## config.mk

```make
export PLATFORM = sky130hd
export DESIGN_NAME = t07_regfile_wb_arbiter
export DESIGN_NICKNAME = d
export VERILOG_FILES = /design/src/rtl/t07_regfile_wb_arbiter.sv
export SDC_FILE = /design/constraint.sdc
export NUM_CORES = 1
export LEC_CHECK = 0
export CAP_MARGIN = 10
export CORE_ASPECT_RATIO = 0.5
export CORE_MARGIN = 8
export CORE_UTILIZATION = 30
export DETAILED_ROUTE_END_ITERATION = 6
export PLACE_DENSITY_LB_ADDON = 0.15
export SYNTH_ARGS = -nofsm -noshare
export SYNTH_HDL_FRONTEND = slang
export SYNTH_SLANG_ARGS = --single-unit
```

## constraint.sdc

```tcl
create_clock -name clk -period 3 [get_ports clk]
set_input_delay 0.9 -clock clk [delete_from_list [all_inputs] [get_ports clk]]
set_output_delay 0.9 -clock clk [all_outputs]
set_load 0.05 [all_outputs]
```

## src/rtl/t07_regfile_wb_arbiter.sv

```systemverilog
// t07_regfile_wb_arbiter
//   Shares the register-file write port between the ALU writeback (A) and
//   load-return writeback (B). The two requesters are arbitrated round-robin
//   over valid/ready handshakes. The winning write reaches the register file
//   one cycle after it is accepted. A pending-load scoreboard drives a hazard
//   flag, so decode can stall on a source register that is still waiting for
//   a load.
//
// Ports
//   clk, nrst                   clock, synchronous active-low reset
//   a_valid/a_reg/a_data        ALU writeback request
//   a_ready                     A accepted this cycle
//   b_valid/b_reg/b_data        load writeback request
//   b_ready                     B accepted this cycle
//   issue_valid/issue_reg       load issued; mark destination pending
//   rs1, rs2                    decode-stage source registers
//   hazard                      a non-zero source has a pending load
//   reg_write/write_reg/
//   write_data                  register-file write port
module t07_regfile_wb_arbiter #(
  parameter int ADDR_W  = 5,
  parameter int DATA_W  = 32,
  parameter bit B_FIRST = 1'b1
) (
  input  logic              clk,
  input  logic              nrst,
  input  logic              a_valid,
  input  logic [ADDR_W-1:0] a_reg,
  input  logic [DATA_W-1:0] a_data,
  output logic              a_ready,
  input  logic              b_valid,
  input  logic [ADDR_W-1:0] b_reg,
  input  logic [DATA_W-1:0] b_data,
  output logic              b_ready,
  input  logic              issue_valid,
  input  logic [ADDR_W-1:0] issue_reg,
  input  logic [ADDR_W-1:0] rs1,
  input  logic [ADDR_W-1:0] rs2,
  output logic              hazard,
  output logic              reg_write,
  output logic [ADDR_W-1:0] write_reg,
  output logic [DATA_W-1:0] write_data
);

  localparam int NREG = 2 ** ADDR_W;

  // r_prio: 1 = B wins under contention, 0 = A wins
  logic              r_prio;
  logic              r_reg_write;
  logic [ADDR_W-1:0] r_write_reg;
  logic [DATA_W-1:0] r_write_data;
  logic [NREG-1:0]   r_pending;

  logic              w_grant_a;
  logic              w_grant_b;
  logic              w_xfer;
  logic [ADDR_W-1:0] w_sel_reg;
  logic [DATA_W-1:0] w_sel_data;
  logic [NREG-1:0]   w_pending_nxt;
  logic              w_haz_rs1;
  logic              w_haz_rs2;

  // While reset is asserted, both ready outputs are held low, so no
  // transfer can be accepted at a reset edge.
  always_comb begin
    w_grant_a = 1'b0;
    w_grant_b = 1'b0;
    if (nrst) begin
      w_grant_b = b_valid && (!a_valid || r_prio);
      w_grant_a = a_valid && (!b_valid || !r_prio);
    end
  end

  assign a_ready    = w_grant_a;
  assign b_ready    = w_grant_b;
  assign w_xfer     = w_grant_a || w_grant_b;
  assign w_sel_reg  = w_grant_b ? b_reg  : a_reg;
  assign w_sel_data = w_grant_b ? b_data : a_data;

  // An issue to the same register as a completing load sets the bit again,
  // because it belongs to a newer load. Register 0 is never pending.
  always_comb begin
    w_pending_nxt = r_pending;
    if (w_grant_b && (b_reg != '0))
      w_pending_nxt[b_reg] = 1'b0;
    if (issue_valid && (issue_reg != '0))
      w_pending_nxt[issue_reg] = 1'b1;
    w_pending_nxt[0] = 1'b0;
  end

  always_ff @(posedge clk) begin
    if (!nrst) begin
      r_prio       <= B_FIRST;
      r_reg_write  <= 1'b0;
      r_write_reg  <= '0;
      r_write_data <= '0;
      r_pending    <= '0;
    end else begin
      r_pending <= w_pending_nxt;
      if (w_xfer) begin
        // Priority passes to the side that lost this round.
        r_prio       <= w_grant_a;
        // A write to x0 completes the handshake but produces no strobe.
        r_reg_write  <= (w_sel_reg != '0);
        r_write_reg  <= w_sel_reg;
        r_write_data <= w_sel_data;
      end else begin
        r_reg_write  <= 1'b0;
      end
    end
  end

  assign reg_write  = r_reg_write;
  assign write_reg  = r_write_reg;
  assign write_data = r_write_data;

  assign w_haz_rs1 = (rs1 != '0) && r_pending[rs1];
  assign w_haz_rs2 = (rs2 != '0) && r_pending[rs2];
  assign hazard    = nrst && (w_haz_rs1 || w_haz_rs2);

endmodule

```

==> flow_summary_export.csv <==
group,metric,value,unit
floorplanning,initial_core_util,0.309,
job,max_cap_violations,0,
sta,fmax,286,MHz
synth,yosys.area_share.simple,0.146,
synth,synth_top_area_share,0.382,
synth,ys_warn_count,0,
floorplanning,rows,28,
drt,drt-initial-drc-count,306,
cells_and_area,largest_reg_flops,32,
cts,htree_levels,3,
grt,grt_first_pass_wirelength,20000,µm
critical_path,worstSetupStartpointType,"input port",
sta,period_share,1.16,
critical_path,cp-end-kind,"output pin",
drt,wl_met3,1110,µm
synth,ys_top_cells_by_area,"dfxtp_1, a21boi_0, nand2_1, a22oi_1, mux4_1",
drt,post-route-drc-count,0,
synth,synth_mux_area_frac,0.103,
floorplanning,die_w,172,µm
hold_path,min_path_type,"register to register",
sta,relSlewSlack,0.598,
synth,synth-xor-area-share,0,
synth,synth_edf_count,0,
critical_path,r2r-start,"r_prio$_SDFFE_PN1P_",
drt,postRouteAntennaNets,0,
drt,wl_per_cell,18.4,µm
grt,grt_max_degree,34,
power_and_ir_drop,power,2800,µW
placement,io_buffers,134,
cts,numCtsBuffers,9,
grt,overflow,0,
synth,syn_area,3660,µm²
hold_path,hp-start,"write_data[2]$_SDFFE_PN0P_",
floorplanning,coreArea,11900,µm²
cts,cts.sinks,70,
synth,synth.largest_area_cell,"dfxtp_1",
cells_and_area,syn_to_final_growth,55.3,%
cells_and_area,multi_input_area,2120,µm²
drt,num_vias,3639,
sta,skew,4.39,ps
hold_path,holdPathStages,2,
synth,ys_types,45,
critical_path,reg2reg_depth,6,
hold_path,holdPathEnd,"write_data[2]$_SDFFE_PN0P_",
critical_path,crit_fanout,4,
synth,synthAdderAreaFrac,0,
sta,fin_ws,-493,ps
cells_and_area,layout-drive-gt1-share,0.150,
synth,synth-main-ff-cell,"dfxtp_1",
cts,clock-root-buffer,"clkbuf_16",
drt,wl,13200,µm
sta,rsz0062_at_grt,"true",
power_and_ir_drop,ir_drop,240,µV
sta,final.min_clock_period,3490,ps
critical_path,crit_type,"input port to output pin",
cells_and_area,nNetsFinal,643,
cells_and_area,n_fill_cell,1135,
floorplanning,io_pins,135,
drt,routed_via_density,5.07,
synth,synth-compound-area-share,0.314,
placement,post-place-ws,-993,ps
synth,avgSynthCellArea,8.98,µm²
sta,report.final.slew_viol_count,0,
sta,worstMarginPinSlew,603,ps
drt,first_pass_iters,5,
synth,netlist_instances,408,
cts,ctsHoldBuffers,0,
synth,synth_nets,502,
critical_path,reg2reg_slack,1350,ps
cts,clk_pin_slew_worst_paths,60,ps
power_and_ir_drop,p_leak,0.00204,µW
drt,met1_length,5870,µm
cts,clock_latency,320,ps
critical_path,required,2100,ps
grt,grt.total_usage,0.158,
cells_and_area,antennaDiodeCount,0,
drt,wl_met2,6100,µm
grt,grt_pass1_vias,3598,
placement,dp_hpwl,9990,µm
drt,top_layer_used,"met4",
synth,synth_top_family_by_area,"compound AO/OA/AOI/OAI gates",
critical_path,reg2reg_to,"write_data[17]$_SDFFE_PN0P_",
placement,place_congestion,0.911,
grt,antenna_found_initial,0,
sta,finalHoldViolations,0,
floorplanning,die-area,16200,µm²
cts,clk_path_buf_depth,2,
synth,synth_seq_area_share,0.382,
cells_and_area,ff_latch_area,1400,µm²
synth,ys_async_sr_fraction,0,
run_status,violations,"negative setup slack",
synth,synth_seq_cells,70,
run_status,status,"finished with violations",
critical_path,arrival,2590,ps
floorplanning,die_y,94.2,µm
cts,cts_tree,"done",
sta,finalSetupViolations,1,
power_and_ir_drop,power.density,492,nW/µm²
## worst max-delay path: stages
cell             delay, ps
clkdlybuf4s50_1        620
nor3b_1                 90
a211o_1                330
o41a_4                 480
buf_8                  160
## where the power goes
group | internal [µW] | switching [µW] | leakage (µW)
logic | 274 | 330 | 0.00131
registers | 972 | 23.1 | 0.000571
clock network | 807 | 397 | 0.000161
total | 2050 | 750 | 0.00204
## cells by family (layout without fill, tap and decap cells)
family	after synthesis	in the layout
AO/OA/AOI/OAI	153	153
AND/OR/NAND/NOR	120	120
flip-flops	70	70
buffers and inverters	41	186
multiplexers	24	24
## area by class of cell
class,count,area share
Tap cell,165,0.0363
Sequential cell,70,0.246
Clock inverter,6,0.0196
Timing Repair Buffer,167,0.284
Clock buffer,9,0.0396
Multi-Input combinational cell,297,0.372
Inverter,4,0.00264
## cells in the final DEF (no fill, tap or decap), types with 3 or more instances in the layout
master,synthesis,final
a21boi_0,59,59
nor2b_1,7,6
o211a_1,4,4
clkbuf_2,0,3
buf_4,0,28
clkdlybuf4s50_1,0,123
buf_6,5,6
a211oi_1,4,4
mux4_2,4,7
o21ai_0,17,17
o41ai_1,12,12
a21boi_1,4,4
clkbuf_16,0,9
nor2_2,1,3
mux2i_1,11,11
bufinv_16,0,3
inv_1,3,3
buf_8,0,3
o31ai_1,6,6
nor2_1,10,8
dfxtp_1,70,70
a22oi_1,32,32
nand2b_1,8,8
mux2_2,4,3
or2_2,3,3
nand2_1,77,76
## through the flow
step	setup TNS, ps	util	instance area (µm²)	hold slack [ps]	instances
floorplan	-274	-	3670	453	408
global placement	-957	0.442	5240	442	699
detailed placement	-993	0.442	5240	447	699
CTS	-527	0.474	5630	455	718
global route	-520	0.479	5690	477	718
finish	-493	0.479	5690	452	718
## worst max path at each step
| stage | from | endpoint | slack, ps |
|---|---|---|---|
| 2_1_floorplan | rs1[2] | hazard | -270 |
| 3_3_place_gp | rs2[0] | hazard | -960 |
| 3_5_place_dp | rs2[0] | hazard | -990 |
| 4_1_cts | rs2[0] | hazard | -530 |
| 5_1_grt | rs2[4] | hazard | -520 |
| 6_report | rs2[4] | hazard | -490 |
## Yosys cell counts, types with 2 or more instances
cell / count
or4_1: 2
o41ai_1: 12
a21boi_0: 59
buf_6: 5
nor3_1: 2
o21ai_0: 17
dfxtp_1: 70
a22oi_1: 32
a211oi_1: 4
o22ai_1: 2
a211o_1: 2
clkbuf_1: 18
a21oi_1: 2
o211a_1: 4
mux4_2: 4
inv_1: 3
or2_2: 3
nor2_1: 10
mux2i_1: 11
buf_2: 9
nand2_1: 77
mux2_2: 4
o2111ai_1: 2
nor2b_1: 7
a2111oi_0: 2
nand2b_1: 8
mux4_1: 5
nor4_1: 2
buf_1: 5
nand3_1: 2
o31ai_1: 6
a21boi_1: 4
## per-layer routing
metal | vias to the layer above | global-route usage
li1 | 1786 | -
met1 | 1708 | 0.198
met2 | 131 | 0.261
met3 | 14 | 0.0423
met4 | 0 | 0.0513
met5 | - | 0
## what timing repair did
item / in CTS / in global routing
hold endpoints to repair: 0 / 0
endpoints found under the setup margin: 1 / 1
pin swaps: 5 / 5
gates resized for setup: 29 / 21
buffers inserted: 4 / 0
Note: power is estimated with default switching activity, not from simulation.
